[src/rtl/seq_detect_pkg.sv]
// Shared definitions for the sequence-detector controller slice.
// Contents:
//   MAX_LEN_DEF / CNT_W_DEF - default pattern length limit and counter width
//   state_t                 - controller states (IDLE, RUN, DONE)
//   calc_len_w()            - width needed to encode a length of 0..max_len
package seq_detect_pkg;

  localparam int MAX_LEN_DEF = 8;
  localparam int CNT_W_DEF   = 8;

  typedef enum logic [1:0] {
    ST_IDLE = 2'd0,
    ST_RUN  = 2'd1,
    ST_DONE = 2'd2
  } state_t;

  // One extra bit beyond $clog2 so that MAX_LEN itself (and MAX_LEN+1 for
  // rejection) is representable.
  function automatic int calc_len_w(input int max_len);
    return $clog2(max_len) + 1;
  endfunction

endpackage

[src/rtl/seq_detect_ctrl_if.sv]
// Configuration channel of the sequence-detector controller.
//
// Handshake: a configuration transfers on a rising clk edge where both
// cfg_valid and cfg_ready are high. The master holds cfg_pattern, cfg_len,
// cfg_overlap and cfg_target stable while cfg_valid is high; cfg_ready does
// not depend on cfg_valid. A transferred config with an illegal length is
// dropped and answered with a one-cycle cfg_err pulse after that edge.
//
// Signals:
//   cfg_valid   master->slave  configuration offer
//   cfg_ready   slave->master  slave can accept (controller idle)
//   cfg_pattern master->slave  pattern, bit [cfg_len-1] received first
//   cfg_len     master->slave  pattern length, legal 1..MAX_LEN
//   cfg_overlap master->slave  1 = overlapping matches allowed
//   cfg_target  master->slave  matches per session, 0 = unlimited
//   cfg_err     slave->master  one-cycle pulse on a rejected config
interface seq_detect_ctrl_if
  import seq_detect_pkg::*;
#(
  parameter int MAX_LEN = MAX_LEN_DEF,
  parameter int CNT_W   = CNT_W_DEF,
  parameter int LEN_W   = calc_len_w(MAX_LEN)
);

  logic               cfg_valid;
  logic               cfg_ready;
  logic [MAX_LEN-1:0] cfg_pattern;
  logic [LEN_W-1:0]   cfg_len;
  logic               cfg_overlap;
  logic [CNT_W-1:0]   cfg_target;
  logic               cfg_err;

  modport master (
    output cfg_valid, cfg_pattern, cfg_len, cfg_overlap, cfg_target,
    input  cfg_ready, cfg_err
  );

  modport slave (
    input  cfg_valid, cfg_pattern, cfg_len, cfg_overlap, cfg_target,
    output cfg_ready, cfg_err
  );

endinterface

[src/rtl/seq_match_core.sv]
// Bit-serial pattern matcher: history shift register, saturating fill
// counter and a length-masked compare against the programmed pattern.
//
// Ports:
//   clk, rst       clock, synchronous active-low reset
//   shift_en       accept x this cycle (qualified bit in an active session)
//   x              serial data bit, newest bit enters at hist[0]
//   clear          start of session: empty the history
//   keep_on_match  1 = history survives a match (overlap mode)
//   pattern, len   programmed pattern and its length (1..MAX_LEN)
//   hit            combinational: the bit being shifted in completes a match
module seq_match_core
  import seq_detect_pkg::*;
#(
  parameter int MAX_LEN = MAX_LEN_DEF,
  parameter int LEN_W   = calc_len_w(MAX_LEN)
) (
  input  logic               clk,
  input  logic               rst,
  input  logic               shift_en,
  input  logic               x,
  input  logic               clear,
  input  logic               keep_on_match,
  input  logic [MAX_LEN-1:0] pattern,
  input  logic [LEN_W-1:0]   len,
  output logic               hit
);

  logic [MAX_LEN-1:0] hist;
  logic [MAX_LEN-1:0] hist_next;
  logic [MAX_LEN-1:0] mask;
  logic [LEN_W-1:0]   fill;
  logic [LEN_W:0]     fill_inc;
  logic               fill_ok;

  always_comb begin
    hist_next = {hist[MAX_LEN-2:0], x};
    fill_inc  = {1'b0, fill} + {{LEN_W{1'b0}}, 1'b1};
    // Enough bits seen once this one is counted.
    fill_ok   = (fill_inc >= {1'b0, len});
    mask      = '0;
    for (int i = 0; i < MAX_LEN; i++) begin
      mask[i] = (i < int'(len));
    end
    hit = shift_en && fill_ok && (((hist_next ^ pattern) & mask) == '0);
  end

  always_ff @(posedge clk) begin
    if (!rst) begin
      hist <= '0;
      fill <= '0;
    end else if (clear) begin
      hist <= '0;
      fill <= '0;
    end else if (shift_en) begin
      if (hit && !keep_on_match) begin
        // Non-overlap: the next match must be built from fresh bits only.
        hist <= '0;
        fill <= '0;
      end else begin
        hist <= hist_next;
        fill <= fill_ok ? len : fill_inc[LEN_W-1:0];
      end
    end
  end

endmodule

[src/rtl/seq_detect_ctrl.sv]
// Session controller around seq_match_core: accepts a pattern config over
// the cfg interface, runs detection sessions, counts matches and ends a
// session on reaching the target count or on abort.
//
// Ports:
//   clk, rst    clock, synchronous active-low reset
//   cfg         configuration channel (slave side)
//   start       start a session (from IDLE with a valid config, or DONE)
//   abort       end the session, return to IDLE; beats start and a match
//   x, x_valid  serial data bit and its qualifier
//   y           registered match pulse, high the cycle after a counted match
//   match_cnt   matches in the current or last session
//   busy, done  decoded from state: RUN, DONE
//   dbg_state   current controller state
module seq_detect_ctrl
  import seq_detect_pkg::*;
#(
  parameter int MAX_LEN = MAX_LEN_DEF,
  parameter int CNT_W   = CNT_W_DEF,
  parameter int LEN_W   = calc_len_w(MAX_LEN)
) (
  input  logic              clk,
  input  logic              rst,
  seq_detect_ctrl_if.slave  cfg,
  input  logic              start,
  input  logic              abort,
  input  logic              x,
  input  logic              x_valid,
  output logic              y,
  output logic [CNT_W-1:0]  match_cnt,
  output logic              busy,
  output logic              done,
  output state_t            dbg_state
);

  state_t             state;
  logic [MAX_LEN-1:0] pat_r;
  logic [LEN_W-1:0]   len_r;
  logic               overlap_r;
  logic [CNT_W-1:0]   target_r;
  logic               cfg_ok;
  logic               cfg_err_r;

  logic               launch;
  logic               shift_en;
  logic               hit;
  logic               len_legal;
  logic [CNT_W-1:0]   cnt_inc;

  assign busy          = (state == ST_RUN);
  assign done          = (state == ST_DONE);
  assign dbg_state     = state;
  assign cfg.cfg_ready = (state == ST_IDLE);
  assign cfg.cfg_err   = cfg_err_r;

  always_comb begin
    // A fresh session begins from IDLE (needs a stored config) or from DONE.
    launch    = start && !abort &&
                (((state == ST_IDLE) && cfg_ok) || (state == ST_DONE));
    shift_en  = (state == ST_RUN) && x_valid;
    len_legal = (cfg.cfg_len != '0) && (cfg.cfg_len <= LEN_W'(MAX_LEN));
    cnt_inc   = match_cnt + CNT_W'(1);
  end

  seq_match_core #(
    .MAX_LEN (MAX_LEN),
    .LEN_W   (LEN_W)
  ) u_core (
    .clk           (clk),
    .rst           (rst),
    .shift_en      (shift_en),
    .x             (x),
    .clear         (launch),
    .keep_on_match (overlap_r),
    .pattern       (pat_r),
    .len           (len_r),
    .hit           (hit)
  );

  always_ff @(posedge clk) begin
    if (!rst) begin
      state     <= ST_IDLE;
      y         <= 1'b0;
      match_cnt <= '0;
      cfg_err_r <= 1'b0;
      pat_r     <= '0;
      len_r     <= '0;
      overlap_r <= 1'b0;
      target_r  <= '0;
      cfg_ok    <= 1'b0;
    end else begin
      y         <= 1'b0;
      cfg_err_r <= 1'b0;
      case (state)
        ST_IDLE: begin
          if (cfg.cfg_valid) begin
            if (len_legal) begin
              pat_r     <= cfg.cfg_pattern;
              len_r     <= cfg.cfg_len;
              overlap_r <= cfg.cfg_overlap;
              target_r  <= cfg.cfg_target;
              cfg_ok    <= 1'b1;
            end else begin
              cfg_err_r <= 1'b1;
            end
          end
          if (launch) begin
            state     <= ST_RUN;
            match_cnt <= '0;
          end
        end
        ST_RUN: begin
          if (abort) begin
            state <= ST_IDLE;
          end else if (hit) begin
            y <= 1'b1;
            if (target_r == '0) begin
              if (match_cnt != {CNT_W{1'b1}}) match_cnt <= cnt_inc;
            end else begin
              match_cnt <= cnt_inc;
              if (cnt_inc == target_r) state <= ST_DONE;
            end
          end
        end
        ST_DONE: begin
          if (abort) begin
            state <= ST_IDLE;
          end else if (launch) begin
            state     <= ST_RUN;
            match_cnt <= '0;
          end
        end
        default: state <= ST_IDLE;
      endcase
    end
  end

endmodule

[src/flat_wrapper.sv]
// flat-port wrapper written by rule: the top's interface ports become plain ports
module seq_detect_ctrl_flat import seq_detect_pkg::*;
#(
  parameter int MAX_LEN = MAX_LEN_DEF,
  parameter int CNT_W   = CNT_W_DEF,
  parameter int LEN_W   = calc_len_w(MAX_LEN)
)
  (clk, rst, start, abort, x, x_valid, y, match_cnt, busy, done, dbg_state, cfg_cfg_valid, cfg_cfg_pattern, cfg_cfg_len, cfg_cfg_overlap, cfg_cfg_target, cfg_cfg_ready, cfg_cfg_err);
  seq_detect_ctrl_if #(.MAX_LEN(MAX_LEN), .CNT_W(CNT_W), .LEN_W(LEN_W)) cfg_i ();
  input  logic clk;
  input  logic rst;
  input  logic start;
  input  logic abort;
  input  logic x;
  input  logic x_valid;
  output logic y;
  output logic [CNT_W-1:0] match_cnt;
  output logic busy;
  output logic done;
  output state_t dbg_state;
  input wire logic [$bits(cfg_i.cfg_valid)-1:0] cfg_cfg_valid;
  input wire logic [$bits(cfg_i.cfg_pattern)-1:0] cfg_cfg_pattern;
  input wire logic [$bits(cfg_i.cfg_len)-1:0] cfg_cfg_len;
  input wire logic [$bits(cfg_i.cfg_overlap)-1:0] cfg_cfg_overlap;
  input wire logic [$bits(cfg_i.cfg_target)-1:0] cfg_cfg_target;
  output wire logic [$bits(cfg_i.cfg_ready)-1:0] cfg_cfg_ready;
  output wire logic [$bits(cfg_i.cfg_err)-1:0] cfg_cfg_err;
  assign cfg_i.cfg_valid = cfg_cfg_valid;
  assign cfg_i.cfg_pattern = cfg_cfg_pattern;
  assign cfg_i.cfg_len = cfg_cfg_len;
  assign cfg_i.cfg_overlap = cfg_cfg_overlap;
  assign cfg_i.cfg_target = cfg_cfg_target;
  assign cfg_cfg_ready = cfg_i.cfg_ready;
  assign cfg_cfg_err = cfg_i.cfg_err;
  seq_detect_ctrl #(.MAX_LEN(MAX_LEN), .CNT_W(CNT_W), .LEN_W(LEN_W)) u_core (.clk(clk), .rst(rst), .cfg(cfg_i), .start(start), .abort(abort), .x(x), .x_valid(x_valid), .y(y), .match_cnt(match_cnt), .busy(busy), .done(done), .dbg_state(dbg_state));
endmodule
[config.mk]
export PLATFORM = sky130hd
export DESIGN_NAME = seq_detect_ctrl_flat
export DESIGN_NICKNAME = d
export VERILOG_FILES = /design/src/rtl/seq_detect_pkg.sv /design/src/rtl/seq_detect_ctrl_if.sv /design/src/rtl/seq_match_core.sv /design/src/rtl/seq_detect_ctrl.sv /design/src/flat_wrapper.sv
export SDC_FILE = /design/constraint.sdc
export NUM_CORES = 1
export LEC_CHECK = 0
export CORE_MARGIN = 10
export CORE_UTILIZATION = 40
export CTS_CLUSTER_DIAMETER = 50
export DETAILED_ROUTE_END_ITERATION = 8
export PLACE_DENSITY_LB_ADDON = 0.12
export SLEW_MARGIN = 25
export SYNTH_ARGS = -nofsm -noshare
export SYNTH_HDL_FRONTEND = slang
export SYNTH_SLANG_ARGS = --single-unit
[constraint.sdc]
create_clock -name clk -period 2.9 [get_ports clk]
set_input_delay 0.435 -clock clk [delete_from_list [all_inputs] [get_ports clk]]
set_output_delay 0.435 -clock clk [all_outputs]
set_load 0.02 [all_outputs]
==> reports/qor.yml <==
run_status:
  status: "complete, no violations"
min_path:
  hold_path.class: "flop to flop"
routing:
  viasPerCell: 5.36
  routedWlPerCell_um: 15.0
  ant_nets: 0
  wirelength_mm: 5.89
  drtIter0Drc: 104
  dr.pass1.iters: 4
  drc: 0
  dr_total_vias: 2103
clock_tree:
  post_cts_buffers: 0
  root_buffer: "clkbuf_8"
  cts_made_buffers: 5
  cts_hold_buf: 0
  cts-resized-gates: 0
  clock_path_buffers: 2
  h-tree-depth: 2
  clkTransAtPathRegs_ns: 0.08
  clkSinkCount: 45
  cts_tree: "done"
  insertion_delay_ns: 0.29
global_routing:
  grt-ovfl-total: 0
  grt_pass1_wl_mm: 9.56
  antenna_found_initial: 0
  grt_max_degree: 33
  grt_pass1_vias: 1916
  grt_usage_pct: 11.9
synth:
  yosysMostFrequentCell: "nand2_1"
  syn_avg_cell_area_um2: 8.45
  syn_nets: 312
  syn_area_um2: 2350
  synth_top_cell_area_share_pct: 38.3
  ys_ff_latch: 45
  synth_cell_type_count: 50
  ys_seq_area_share_pct: 38.3
  synth-async-reset-ratio_pct: 0
  postSynthCellCount: 278
  yosysTopAreaCell: "dfxtp_1"
  yosysWarnings: 0
  synthTopCellsByCount: "53 x nand2_1, 45 x dfxtp_1, 22 x a21boi_0"
  synth_edf_count: 0
  ys_top_cells_by_area: "dfxtp_1 38%, nand2_1 8.5%, a21boi_0 7.0%"
  synth_flop_cell: "dfxtp_1"
layout:
  drive_gt1_share_pct: 6.56
  nets: 353
  syn_to_final_growth_pct: 25.1
  diodes: 0
sta:
  max_slew_margin_pct: 68.8
  clock_skew_ns: 0.00258
  finalCritPeriodShare_pct: 81.0
  finalSetupTns_ns: 0
  tightestPinTransition_ns: 0.463
  hold_ws_ns: 0.472
  setup_viol: 0
  rsz0062_at_grt: "false"
  max_freq_mhz: 426
  finalHoldViolations: 0
  drv_slew: 0
  finalCriticalPeriod_ns: 2.35
  setup_ws_ns: 0.551
die:
  die_y_um: 96.6
  io_pins: 43
  coreArea_um2: 5610
  chipWidth_um: 96.6
  dieArea_um2: 9340
  initial_core_util_pct: 41.9
  rows: 27
pwr:
  leakagePower_nw: 1.10
  ir_worst_vdd_mv: 0.258
  p_total_mw: 1.24
  power.density_nw_per_um2: 421
worst_setup_path:
  arrival_ns: 2.52
  cp_data_required_time_ns: 3.07
  worst_setup_path_start_kind: "flop"
  path_class: "flop to flop"
  endpoint_kind: "flop"
  path_max_fanout: 13
placement:
  dp_slack_ns: 0.513
  hpwl_mm: 4.48
  gp_congestion: 0.829
  port_buffers: 42
flow_run:
  maxCapViolations: 0
## where the power goes
part           internal [mW]  total, mW  switching [mW]
Combinational         0.0816      0.156          0.0748
Sequential             0.636      0.656          0.0199
Clock                  0.216      0.426           0.210
Total                  0.933       1.24           0.305
## final timing paths
kind / start / end / slack, ns / depth (start not counted)
min: u_core.overlap_r$_SDFFE_PN0P_ / u_core.overlap_r$_SDFFE_PN0P_ / 0.47 / 2
max reg2reg: u_core.u_core.fill[0]$_SDFFE_PP0P_ / u_core.match_cnt[0]$_SDFFE_PN0P_ / 0.55 / 8
max: u_core.u_core.fill[0]$_SDFFE_PP0P_ / u_core.match_cnt[0]$_SDFFE_PN0P_ / 0.55 / 8
min reg2reg: u_core.overlap_r$_SDFFE_PN0P_ / u_core.overlap_r$_SDFFE_PN0P_ / 0.47 / 2
## per-layer routing
| metal | vias up | part of all wire [%] | GRT usage, % |
|---|---|---|---|
| li1 | 1077 | - | - |
| met1 | 952 | 52 | 17.2 |
| met2 | 67 | 39 | 15.5 |
| met3 | 7 | 7.7 | 3.90 |
| met4 | 0 | 1.5 | 4.74 |
| met5 | - | 0 | 0 |
## cell usage in the layout, fill, tap and decap left out, drive strengths merged, types with 4 or more instances in the layout
cell | Yosys | final
nand2 | 53 | 53
dfxtp | 45 | 45
clkdlybuf4s50 | 0 | 42
a21boi | 22 | 22
o21ai | 14 | 14
xor2 | 10 | 10
xnor2 | 9 | 9
nor2 | 9 | 9
a21oi | 9 | 9
inv | 8 | 8
a22o | 8 | 8
clkbuf | 9 | 7
nand3 | 6 | 6
ha | 6 | 6
buf | 5 | 6
a31oi | 5 | 5
nor4 | 5 | 5
and3 | 5 | 5
o211ai | 4 | 4
nand4 | 4 | 4
## area by class of cell
cell class	count	area, um2
inverters	8	30.0
flip-flops and latches	45	901
multi-input cells	211	1350
clock buffers	7	96.3
clock inverters	1	5.00
well taps	72	90.1
repair buffers	48	465
fillers	569	2670
## registers in the layout, indices dropped and copies added, names as in the netlist
name                cells
u_core.y                1
u_core.cfg_ok           1
u_core.u_core.fill      4
u_core.target_r         8
u_core.overlap_r        1
u_core.pat_r            8
u_core.dbg_state        2
u_core.u_core.hist      7
u_core.cfg.cfg_err      1
u_core.len_r            4
u_core.match_cnt        8
## cell families (layout without fill, tap and decap cells)
family | Yosys count | after routing | synth area share (%)
and+or+nand+nor | 106 | 106 | 22.6
AOI/OAI and AO/OA | 78 | 78 | 23.7
DFF | 45 | 45 | 38.3
xor gates and xnor gates | 19 | 19 | 7.08
muxes | 2 | 2 | 0.852
adders and majority gates | 6 | 6 | 3.19
buffers and inverters | 22 | 64 | 4.15
## critical path: stages, from the launching register on
cell and delay (ns):
dfxtp_1 0.36, ha_1 0.28, xor2_1 0.16, ha_1 0.28, o21ai_0 0.07, o21ai_1 0.21, and4bb_2 0.46, a21o_1 0.29
o21ai_0 0.12
## through the flow
stage,std cells,cell area (um2),utilization [%]
after floorplan,278,2350,-
after global placement,384,2840,50.6
after detailed placement,384,2840,50.6
after CTS,392,2940,52.4
after global routing,392,2940,52.4
final,392,2940,52.4
Note: power is estimated with default switching activity, not from simulation.
